`src/rtl/quad_step_decoder_pkg.sv`:
```
// Shared types for the quadrature front end: Gray pair, FSM phase and step decode.
// Pure combinational helpers with no latency and no flow control.
package quad_pkg;

  typedef logic [1:0] gray_t;

  typedef enum logic [0:0] {
    PRIME = 1'b0,
    RUN   = 1'b1
  } phase_t;

  typedef enum logic [1:0] {
    NONE    = 2'd0,
    FWD     = 2'd1,
    REV     = 2'd2,
    ILLEGAL = 2'd3
  } dir_t;

  // Position along the forward cycle 00 -> 01 -> 11 -> 10.
  function automatic logic [1:0] gray_pos(gray_t g);
    return {g[1], g[1] ^ g[0]};
  endfunction

  function automatic dir_t step_dir(gray_t prev, gray_t cur);
    logic [1:0] delta;
    delta = gray_pos(cur) - gray_pos(prev);
    case (delta)
      2'd0:    return NONE;
      2'd1:    return FWD;
      2'd3:    return REV;
      default: return ILLEGAL;
    endcase
  endfunction

endpackage

```
`src/rtl/quad_step_decoder_debounce_filter.sv`:
```
// One encoder channel: 2-FF synchroniser then a run-length debounce on the synced bit.
// Raw-to-sync 2 cycles, sync-to-filtered DEBOUNCE cycles; no backpressure.
module debounce_filter
  import quad_pkg::*;
#(
  parameter int DEBOUNCE = 4
) (
  input  logic clk,
  input  logic reset,
  input  logic raw,
  input  logic prime,
  output logic sync,
  output logic filt
);

  localparam int CW = (DEBOUNCE > 1) ? $clog2(DEBOUNCE) : 1;

  logic          meta_q, meta_d;
  logic          sync_q, sync_d;
  logic          filt_q, filt_d;
  logic [CW-1:0] run_q, run_d;

  always_comb begin
    meta_d = raw;
    sync_d = meta_q;
    filt_d = filt_q;
    run_d  = '0;
    if (prime) begin
      filt_d = sync_q;
    end else if (sync_q != filt_q) begin
      // run_q counts differing cycles already seen; this cycle completes the run
      if (run_q == CW'(DEBOUNCE - 1)) begin
        filt_d = sync_q;
      end else begin
        run_d = run_q + 1'b1;
      end
    end
  end

  always_ff @(posedge clk) begin
    if (reset) begin
      meta_q <= 1'b0;
      sync_q <= 1'b0;
      filt_q <= 1'b0;
      run_q  <= '0;
    end else begin
      meta_q <= meta_d;
      sync_q <= sync_d;
      filt_q <= filt_d;
      run_q  <= run_d;
    end
  end

  assign sync = sync_q;
  assign filt = filt_q;

endmodule

```
`src/rtl/quad_step_decoder.sv`:
```
// Quadrature encoder front end: debounced Gray steps become up/down/err pulses, presets become set pulses.
// Step pulse 1 cycle after filtered change; a preset waits out any coincident step, preset_ready low until the cycle after set.
module quad_step_decoder
  import quad_pkg::*;
#(
  parameter int CNT_W     = 8,
  parameter int DEBOUNCE  = 4,
  parameter int PRIME_CYC = DEBOUNCE + 2
) (
  input  logic             clk,
  input  logic             reset,
  input  logic             enc_a,
  input  logic             enc_b,
  input  logic             preset_valid,
  input  logic [CNT_W-1:0] preset_value,
  output logic             preset_ready,
  output logic             up,
  output logic             down,
  output logic             set,
  output logic [CNT_W-1:0] set_value,
  output logic             err
);

  localparam int PW = $clog2(PRIME_CYC + 1);

  gray_t            sync_ab;
  gray_t            filt_ab;
  logic             priming;
  logic             hs;
  logic             pend;
  dir_t             dir;

  phase_t           phase_q, phase_d;
  logic [PW-1:0]    prime_cnt_q, prime_cnt_d;
  gray_t            prev_q, prev_d;
  logic             up_q, up_d;
  logic             down_q, down_d;
  logic             err_q, err_d;
  logic             set_q, set_d;
  logic [CNT_W-1:0] set_value_q, set_value_d;
  logic             held_vld_q, held_vld_d;
  logic [CNT_W-1:0] held_val_q, held_val_d;

  assign priming = (phase_q == PRIME);

  debounce_filter #(.DEBOUNCE(DEBOUNCE)) u_flt_a (
    .clk   (clk),
    .reset (reset),
    .raw   (enc_a),
    .prime (priming),
    .sync  (sync_ab[1]),
    .filt  (filt_ab[1])
  );

  debounce_filter #(.DEBOUNCE(DEBOUNCE)) u_flt_b (
    .clk   (clk),
    .reset (reset),
    .raw   (enc_b),
    .prime (priming),
    .sync  (sync_ab[0]),
    .filt  (filt_ab[0])
  );

  // held_vld_q covers both the waiting period and the set cycle itself
  assign preset_ready = !held_vld_q && !reset;
  assign hs           = preset_valid && preset_ready;

  always_comb begin
    phase_d     = phase_q;
    prime_cnt_d = prime_cnt_q;
    prev_d      = prev_q;
    dir         = NONE;
    up_d        = 1'b0;
    down_d      = 1'b0;
    err_d       = 1'b0;
    if (phase_q == PRIME) begin
      prime_cnt_d = prime_cnt_q + 1'b1;
      if (prime_cnt_q == PW'(PRIME_CYC - 1)) begin
        // filters load sync on this same edge, so prev starts equal to filtered
        phase_d = RUN;
        prev_d  = sync_ab;
      end
    end else begin
      dir    = step_dir(prev_q, filt_ab);
      prev_d = filt_ab;
      up_d   = (dir == FWD);
      down_d = (dir == REV);
      err_d  = (dir == ILLEGAL);
    end

    pend        = (held_vld_q && !set_q) || hs;
    set_d       = pend && !up_d && !down_d;
    set_value_d = set_value_q;
    if (set_d) begin
      set_value_d = hs ? preset_value : held_val_q;
    end
    held_val_d = hs ? preset_value : held_val_q;
    held_vld_d = held_vld_q;
    if (set_q) begin
      held_vld_d = 1'b0;
    end else if (hs) begin
      held_vld_d = 1'b1;
    end
  end

  always_ff @(posedge clk) begin
    if (reset) begin
      phase_q     <= PRIME;
      prime_cnt_q <= '0;
      prev_q      <= '0;
      up_q        <= 1'b0;
      down_q      <= 1'b0;
      err_q       <= 1'b0;
      set_q       <= 1'b0;
      set_value_q <= '0;
      held_vld_q  <= 1'b0;
      held_val_q  <= '0;
    end else begin
      phase_q     <= phase_d;
      prime_cnt_q <= prime_cnt_d;
      prev_q      <= prev_d;
      up_q        <= up_d;
      down_q      <= down_d;
      err_q       <= err_d;
      set_q       <= set_d;
      set_value_q <= set_value_d;
      held_vld_q  <= held_vld_d;
      held_val_q  <= held_val_d;
    end
  end

  assign up        = up_q;
  assign down      = down_q;
  assign err       = err_q;
  assign set       = set_q;
  assign set_value = set_value_q;

endmodule

```
`config.mk`:
```
export PLATFORM = sky130hd
export DESIGN_NAME = quad_step_decoder
export DESIGN_NICKNAME = d
export VERILOG_FILES = /design/src/rtl/quad_step_decoder_pkg.sv /design/src/rtl/quad_step_decoder_debounce_filter.sv /design/src/rtl/quad_step_decoder.sv
export SDC_FILE = /design/constraint.sdc
export NUM_CORES = 1
export LEC_CHECK = 0
export ABC_AREA = 1
export CORE_ASPECT_RATIO = 0.5
export CORE_MARGIN = 2
export CORE_UTILIZATION = 50
export DETAILED_ROUTE_END_ITERATION = 8
export PLACE_DENSITY = 0.8
export SYNTH_ARGS = -nofsm -noshare
export SYNTH_HDL_FRONTEND = slang
export SYNTH_SLANG_ARGS = --single-unit
```
`constraint.sdc`:
```
create_clock -name clk -period 1.8 [get_ports clk]
set_clock_uncertainty 0.2 [all_clocks]
set_input_delay 0.36 -clock clk [delete_from_list [all_inputs] [get_ports clk]]
set_output_delay 0.36 -clock clk [all_outputs]
set_load 0.005 [all_outputs]
```
==> results.toml, run 1 <==
[sta]
period_share_pct = 96.0
drv_slew = 0
fmax_mhz = 579
tightest_slew_ps = 218
slew_headroom_pct = 85.4
report.final.hold_viol_count = 0
rsz0062_at_grt = "no"
worst_hold_slack_ps = 210
min_period_ps = 1730
finalSetupViolCount = 0
fin_ws_ps = 72.0

[finish]
drive_gt1_share_pct = 11.0
fill_cells = 214
nNetsFinal = 244
final_util_pct = 73.1
fin_area_um2 = 1980
register_area_um2 = 742
multiInputGateArea_um2 = 649
antenna_cells = 0
area_growth_syn_to_layout_pct = 32.1

[hold_path]
hold_class = "reg -> reg"
hold_depth = 2
hold_start = "u_flt_b.meta_q$_SDFF_PP0_"
min_to = "u_flt_b.sync$_SDFF_PP0_"

[synth]
yosysWarnings = 0
syn_area_um2 = 1500
ys_seq_elements = 37
synth_seq_area_share_pct = 49.3
synth_area_leaders = "dfxtp_1 49%, nand2_1 11%, nor2_1 10%"
synth_cells = 189
synth_edf_count = 0
syn_nets = 207
synth_top_cell_by_area = "dfxtp_1"
synth.most_common_cell = "nand2_1"
ys.flop_type = "dfxtp_1"
netlist.area_leader.share_pct = 49.3
async_flop_share_pct = 0
synthTopCellsByCount = "43 x nand2_1, 40 x nor2_1, 37 x dfxtp_1"
synth_area_per_cell_um2 = 7.95
synth_cell_types = 24

[placed_design]
placed_area_um2 = 1870
port_buffers = 25
dp_slack_ps = -270
post-dp-hpwl_mm = 2.02
routabilityCongestion = 0.757

[die]
die_x_um = 81.5
io_pins = 26
initial_core_util_pct = 55.3
rows = 13
die_y_um = 42.8
core_area_um2 = 2720
die-area_um2 = 3490

[clocking]
clockBufferDepth = 2
post_cts_buffers = 0
holdBufCountCts = 0
numCtsBuffers = 5
cts_resized = 3
cts-root-buf = "clkbuf_8"
clkTransAtPathRegs_ps = 70
clock_latency_ps = 290
clkSinkCount = 37
cts_tree = "yes"
h-tree-depth = 2

[global_route]
grt_overflow_total = 0
grt_usage_pct = 17.9
grt_pass1_wl_mm = 4.57
grt_pass1_vias = 1160
grt_max_degree = 19
antenna_found_initial = 0

[drt]
drc = 0
ant_nets = 0
first_pass_iters = 4
routed_wl_mm = 2.73
drtIter0Drc = 21
vias = 1242
via_per_inst = 4.70
wl_per_cell_um = 10.4

[critical_path]
path_buf_inv = 1
path_cells = "clkdlybuf4s50_1"
worstPathArrival_ps = 1170
r2r.worst_path.cells = 7
cp_top_family = "buffers and inverters"
required_ps = 1240
cpMaxStageDelayCell = "clkdlybuf4s50_1"
crit_start = "set$_SDFF_PP0_"
crit_type = "reg -> out"
r2r_slack_ps = 160
r2r_start = "prev_q[1]$_SDFFE_PP0P_"
cp-end-kind = "primary output"
r2r_end = "set_value[6]$_SDFFE_PP0P_"
crit_fanout = 3
cp-start-kind = "flop"
crit_path_max_incr_delay_ps = 510

[pwr]
power_density_nw_per_um2 = 971
vdd_ir_drop_max_v = 0.000603
leakagePower_nw = 0.899

[run]
max_cap_viol_count = 0

[outcome]
outcome = "finished clean"
[per-layer routing]
layer	track usage, %	part of all wire (%)	up-vias
li1	-	-	654
met1	16.8	44	569
met2	33.0	52	17
met3	8.94	3.5	2
met4	7.46	0.51	0
met5	0	0	-
[how the worst max path moves through the flow]
stage | endpoint | slack, ps | cells after the start
floorplan | set$_SDFF_PP0_ | 160 | 6
global placement | preset_ready | -230 | 3
detailed placement | preset_ready | -270 | 3
CTS | set | 60 | 1
global route | set | 30 | 1
finish | set | 70 | 1
[cells by family after synthesis]
kind of cell / after synthesis / synth area share [%]
adder cells (fa/ha/maj): 5 / 4.16
buffers and inverters: 26 / 7.66
flip-flops: 37 / 49.3
XOR/XNOR: 5 / 2.91
AO/OA/AOI/OAI: 11 / 4.58
AND/OR/NAND/NOR: 105 / 31.4
[power by group]
| group | total (mW) | internal [mW] | switching [mW] |
|---|---|---|---|
| combinational | 0.290 | 0.155 | 0.135 |
| sequential | 0.907 | 0.875 | 0.0322 |
| clock | 0.731 | 0.451 | 0.279 |
| total | 1.93 | 1.48 | 0.446 |
[state kept, by name, summed over array words and instances (netlist names), 2 cells and up]
register	count
u_flt_b.run_q	2
set_value	8
prime_cnt_q	3
held_val_q	8
u_flt_a.run_q	2
prev_q	2
[cell type report]
type	count	area share, %
well taps	37	2.33
multi-input cells	126	32.7
repair buffers	36	17.9
clock inverters	1	1.51
flip-flops and latches	37	37.4
clock buffers	7	4.35
inverters	20	3.78
[tightest hold or removal path, delay by kind of cell (launching register included)]
family | cells | cell delay [ps]
buffers and inverters | 1 | 40
DFF | 1 | 300
and+or+nand+nor | 1 | 30
[through the flow]
step                std cells  setup TNS [ps]  power, mW
floorplan                 189               0       1.08
global placement          256           -3590       1.20
detailed placement        256           -4350       1.22
CTS                       264               0       1.95
global route              264               0       2.03
finish                    264               0       1.93
[cells in the final DEF, fill, tap and decap left out, types with 3 or more instances in the layout]
cell             instances
xor2_1                   3
nand2_1                 43
o21ai_0                  5
ha_1                     5
clkbuf_8                 6
inv_1                   19
nor2_1                  39
nand3_1                  3
dfxtp_1                 36
buf_4                    9
a21oi_1                  3
nand3b_1                 8
clkdlybuf4s50_1         23
No activity file was read; power rests on OpenSTA's default activity.
==> inputs of run 2 (changes only) <==
Settings changed: PLACE_DENSITY 0.8 to 0.86.
==> run 2 against run 1 <==
First-iteration DRC count rose by 29%. Global-route usage grew 1.5 points. Wire length increased by 3.5%. Sequential power hardly changed. Register-to-register slack about the same. Highest routed layer unchanged. Total power decreased by 9.3%. Combinational power about the same. Sequential share of layout area is 0.80 points higher. Worst setup slack better by 12 ps. Flip-flop and latch count unchanged. Die area is the same. Critical path depth is the same.
==> results.toml, run 2 (synthesis results as in run 1) <==
[critical_path]
path_cells = "clkdlybuf4s50_1"
crit_path_max_incr_delay_ps = 510
cp-end-kind = "primary output"
crit_type = "reg -> out"
crit_fanout = 3
r2r_end = "set_value[3]$_SDFFE_PP0P_"
cp_top_family = "buffers and inverters"
r2r_slack_ps = 150
path_buf_inv = 1
crit_start = "set$_SDFF_PP0_"
cpMaxStageDelayCell = "clkdlybuf4s50_1"
r2r_start = "prev_q[1]$_SDFFE_PP0P_"
crit_cells = 1
required_ps = 1240
cp-start-kind = "flop"
endpoint = "set"
worstPathArrival_ps = 1160
r2r.worst_path.cells = 7

[global_route]
grt_overflow_total = 0
antenna_found_initial = 0
grt_max_degree = 19
grt_pass1_wl_mm = 4.91
grt_usage_pct = 19.4
grt_pass1_vias = 1188

[placed_design]
port_buffers = 25
dp_slack_ps = -255
routabilityCongestion = 0.708
placed_area_um2 = 1860
post-dp-hpwl_mm = 2.07

[finish]
area_growth_syn_to_layout_pct = 29.7
final_cell_mix = "43 x nand2_1, 39 x nor2_1, 36 x dfxtp_1, 23 x clkdlybuf4s50_1, 19 x inv_1"
drive_gt1_share_pct = 11.4
register_area_um2 = 744
fill_cells = 200
final_common_cell = "nand2_1"
antenna_cells = 0
fin_area_um2 = 1950
nNetsFinal = 245
multiInputGateArea_um2 = 649

[sta]
report.final.hold_viol_count = 0
drv_slew = 0
fin_ws_ps = 84.2
finalSetupViolCount = 0
slew_headroom_pct = 85.4
min_period_ps = 1720
period_share_pct = 95.3
fmax_mhz = 583
rsz0062_at_grt = "no"
tightest_slew_ps = 219

[outcome]
outcome = "finished clean"

[drt]
vias = 1250
via_per_inst = 4.72
wl_per_cell_um = 10.7
first_pass_iters = 4
routed_wl_mm = 2.83
ant_nets = 0
drc = 0
wl_met3_um = 134
drtIter0Drc = 27
routed.top_layer = "met4"
m1WireLength_mm = 1.27
met2WireLength_mm = 1.41

[die]
core_area_um2 = 2720
die_y_um = 42.8
die_x_um = 81.5
die-area_um2 = 3490
initial_core_util_pct = 55.3
rows = 13
io_pins = 26

[clocking]
numCtsBuffers = 5
clkSinkCount = 37
cts_resized = 5
holdBufCountCts = 0
post_cts_buffers = 0
cts-root-buf = "clkbuf_8"
h-tree-depth = 2
clock_latency_ps = 290
cts_tree = "yes"
clkTransAtPathRegs_ps = 70
clockBufferDepth = 2

[hold_path]
hold_class = "reg -> reg"

[pwr]
leakagePower_nw = 0.884
power_density_nw_per_um2 = 897
vdd_ir_drop_max_v = 0.000519

[run]
max_cap_viol_count = 0
-- run 2: changes by cell type in the layout (fill, tap and decap cells not counted), sizes merged --
cell	change
clkinv	+2
buf	+1
bufinv	-1
clkbuf	-1
clkdlybuf4s15	+1
dlygate4sd2	-1
-- run 2: how the worst min path moves through the flow --
stage,startpoint,end,cells past startpoint,slack (ps)
4_1_cts,u_flt_a.meta_q$_SDFF_PP0_,u_flt_a.sync$_SDFF_PP0_,2,210
3_3_place_gp,u_flt_a.meta_q$_SDFF_PP0_,u_flt_a.sync$_SDFF_PP0_,2,190
6_report,u_flt_b.meta_q$_SDFF_PP0_,u_flt_b.sync$_SDFF_PP0_,2,210
3_5_place_dp,u_flt_a.meta_q$_SDFF_PP0_,u_flt_a.sync$_SDFF_PP0_,2,200
5_1_grt,u_flt_b.meta_q$_SDFF_PP0_,u_flt_b.sync$_SDFF_PP0_,2,230
2_1_floorplan,u_flt_a.meta_q$_SDFF_PP0_,u_flt_a.sync$_SDFF_PP0_,2,190
-- run 2: report_power, final --
group / switching [mW] / internal, mW / leakage, nW
Combinational: 0.134 / 0.155 / 0.535
Clock: 0.282 / 0.268 / 0.0450
Sequential: 0.0340 / 0.874 / 0.304
-- run 2: layout make-up --
| type | instances | share of cell area (%) |
|---|---|---|
| multi-input combinational | 126 | 33.3 |
| inverter | 20 | 3.85 |
| tap | 37 | 2.37 |
| timing repair buffer | 37 | 18.0 |
| clock buffer | 6 | 3.72 |
| clock inverter | 2 | 0.513 |
| sequential | 37 | 38.2 |
-- run 2: metal layers --
layer,global-route usage (%),vias to the layer above
met3,8.30,4
met2,34.8,25
met4,7.12,0
met1,20.2,562
met5,0,-
li1,-,659
-- run 2: stage by stage --
stage	utilization (%)	total power [mW]	TNS, ps	hold slack [ps]	instances
after floorplan	-	1.08	0	188	189
final	71.8	1.75	0	212	265
after CTS	71.7	1.76	0	210	265
after global routing	71.8	1.84	0	231	265
after detailed placement	68.5	1.22	-4780	201	257
after global placement	68.5	1.20	-3810	193	257
==> inputs of run 3 (changes only) <==
Settings changed: GPL_TIMING_DRIVEN set to 1.
==> results of run 3 <==
Final layout, timing and power as in run 2 (identical DEF).
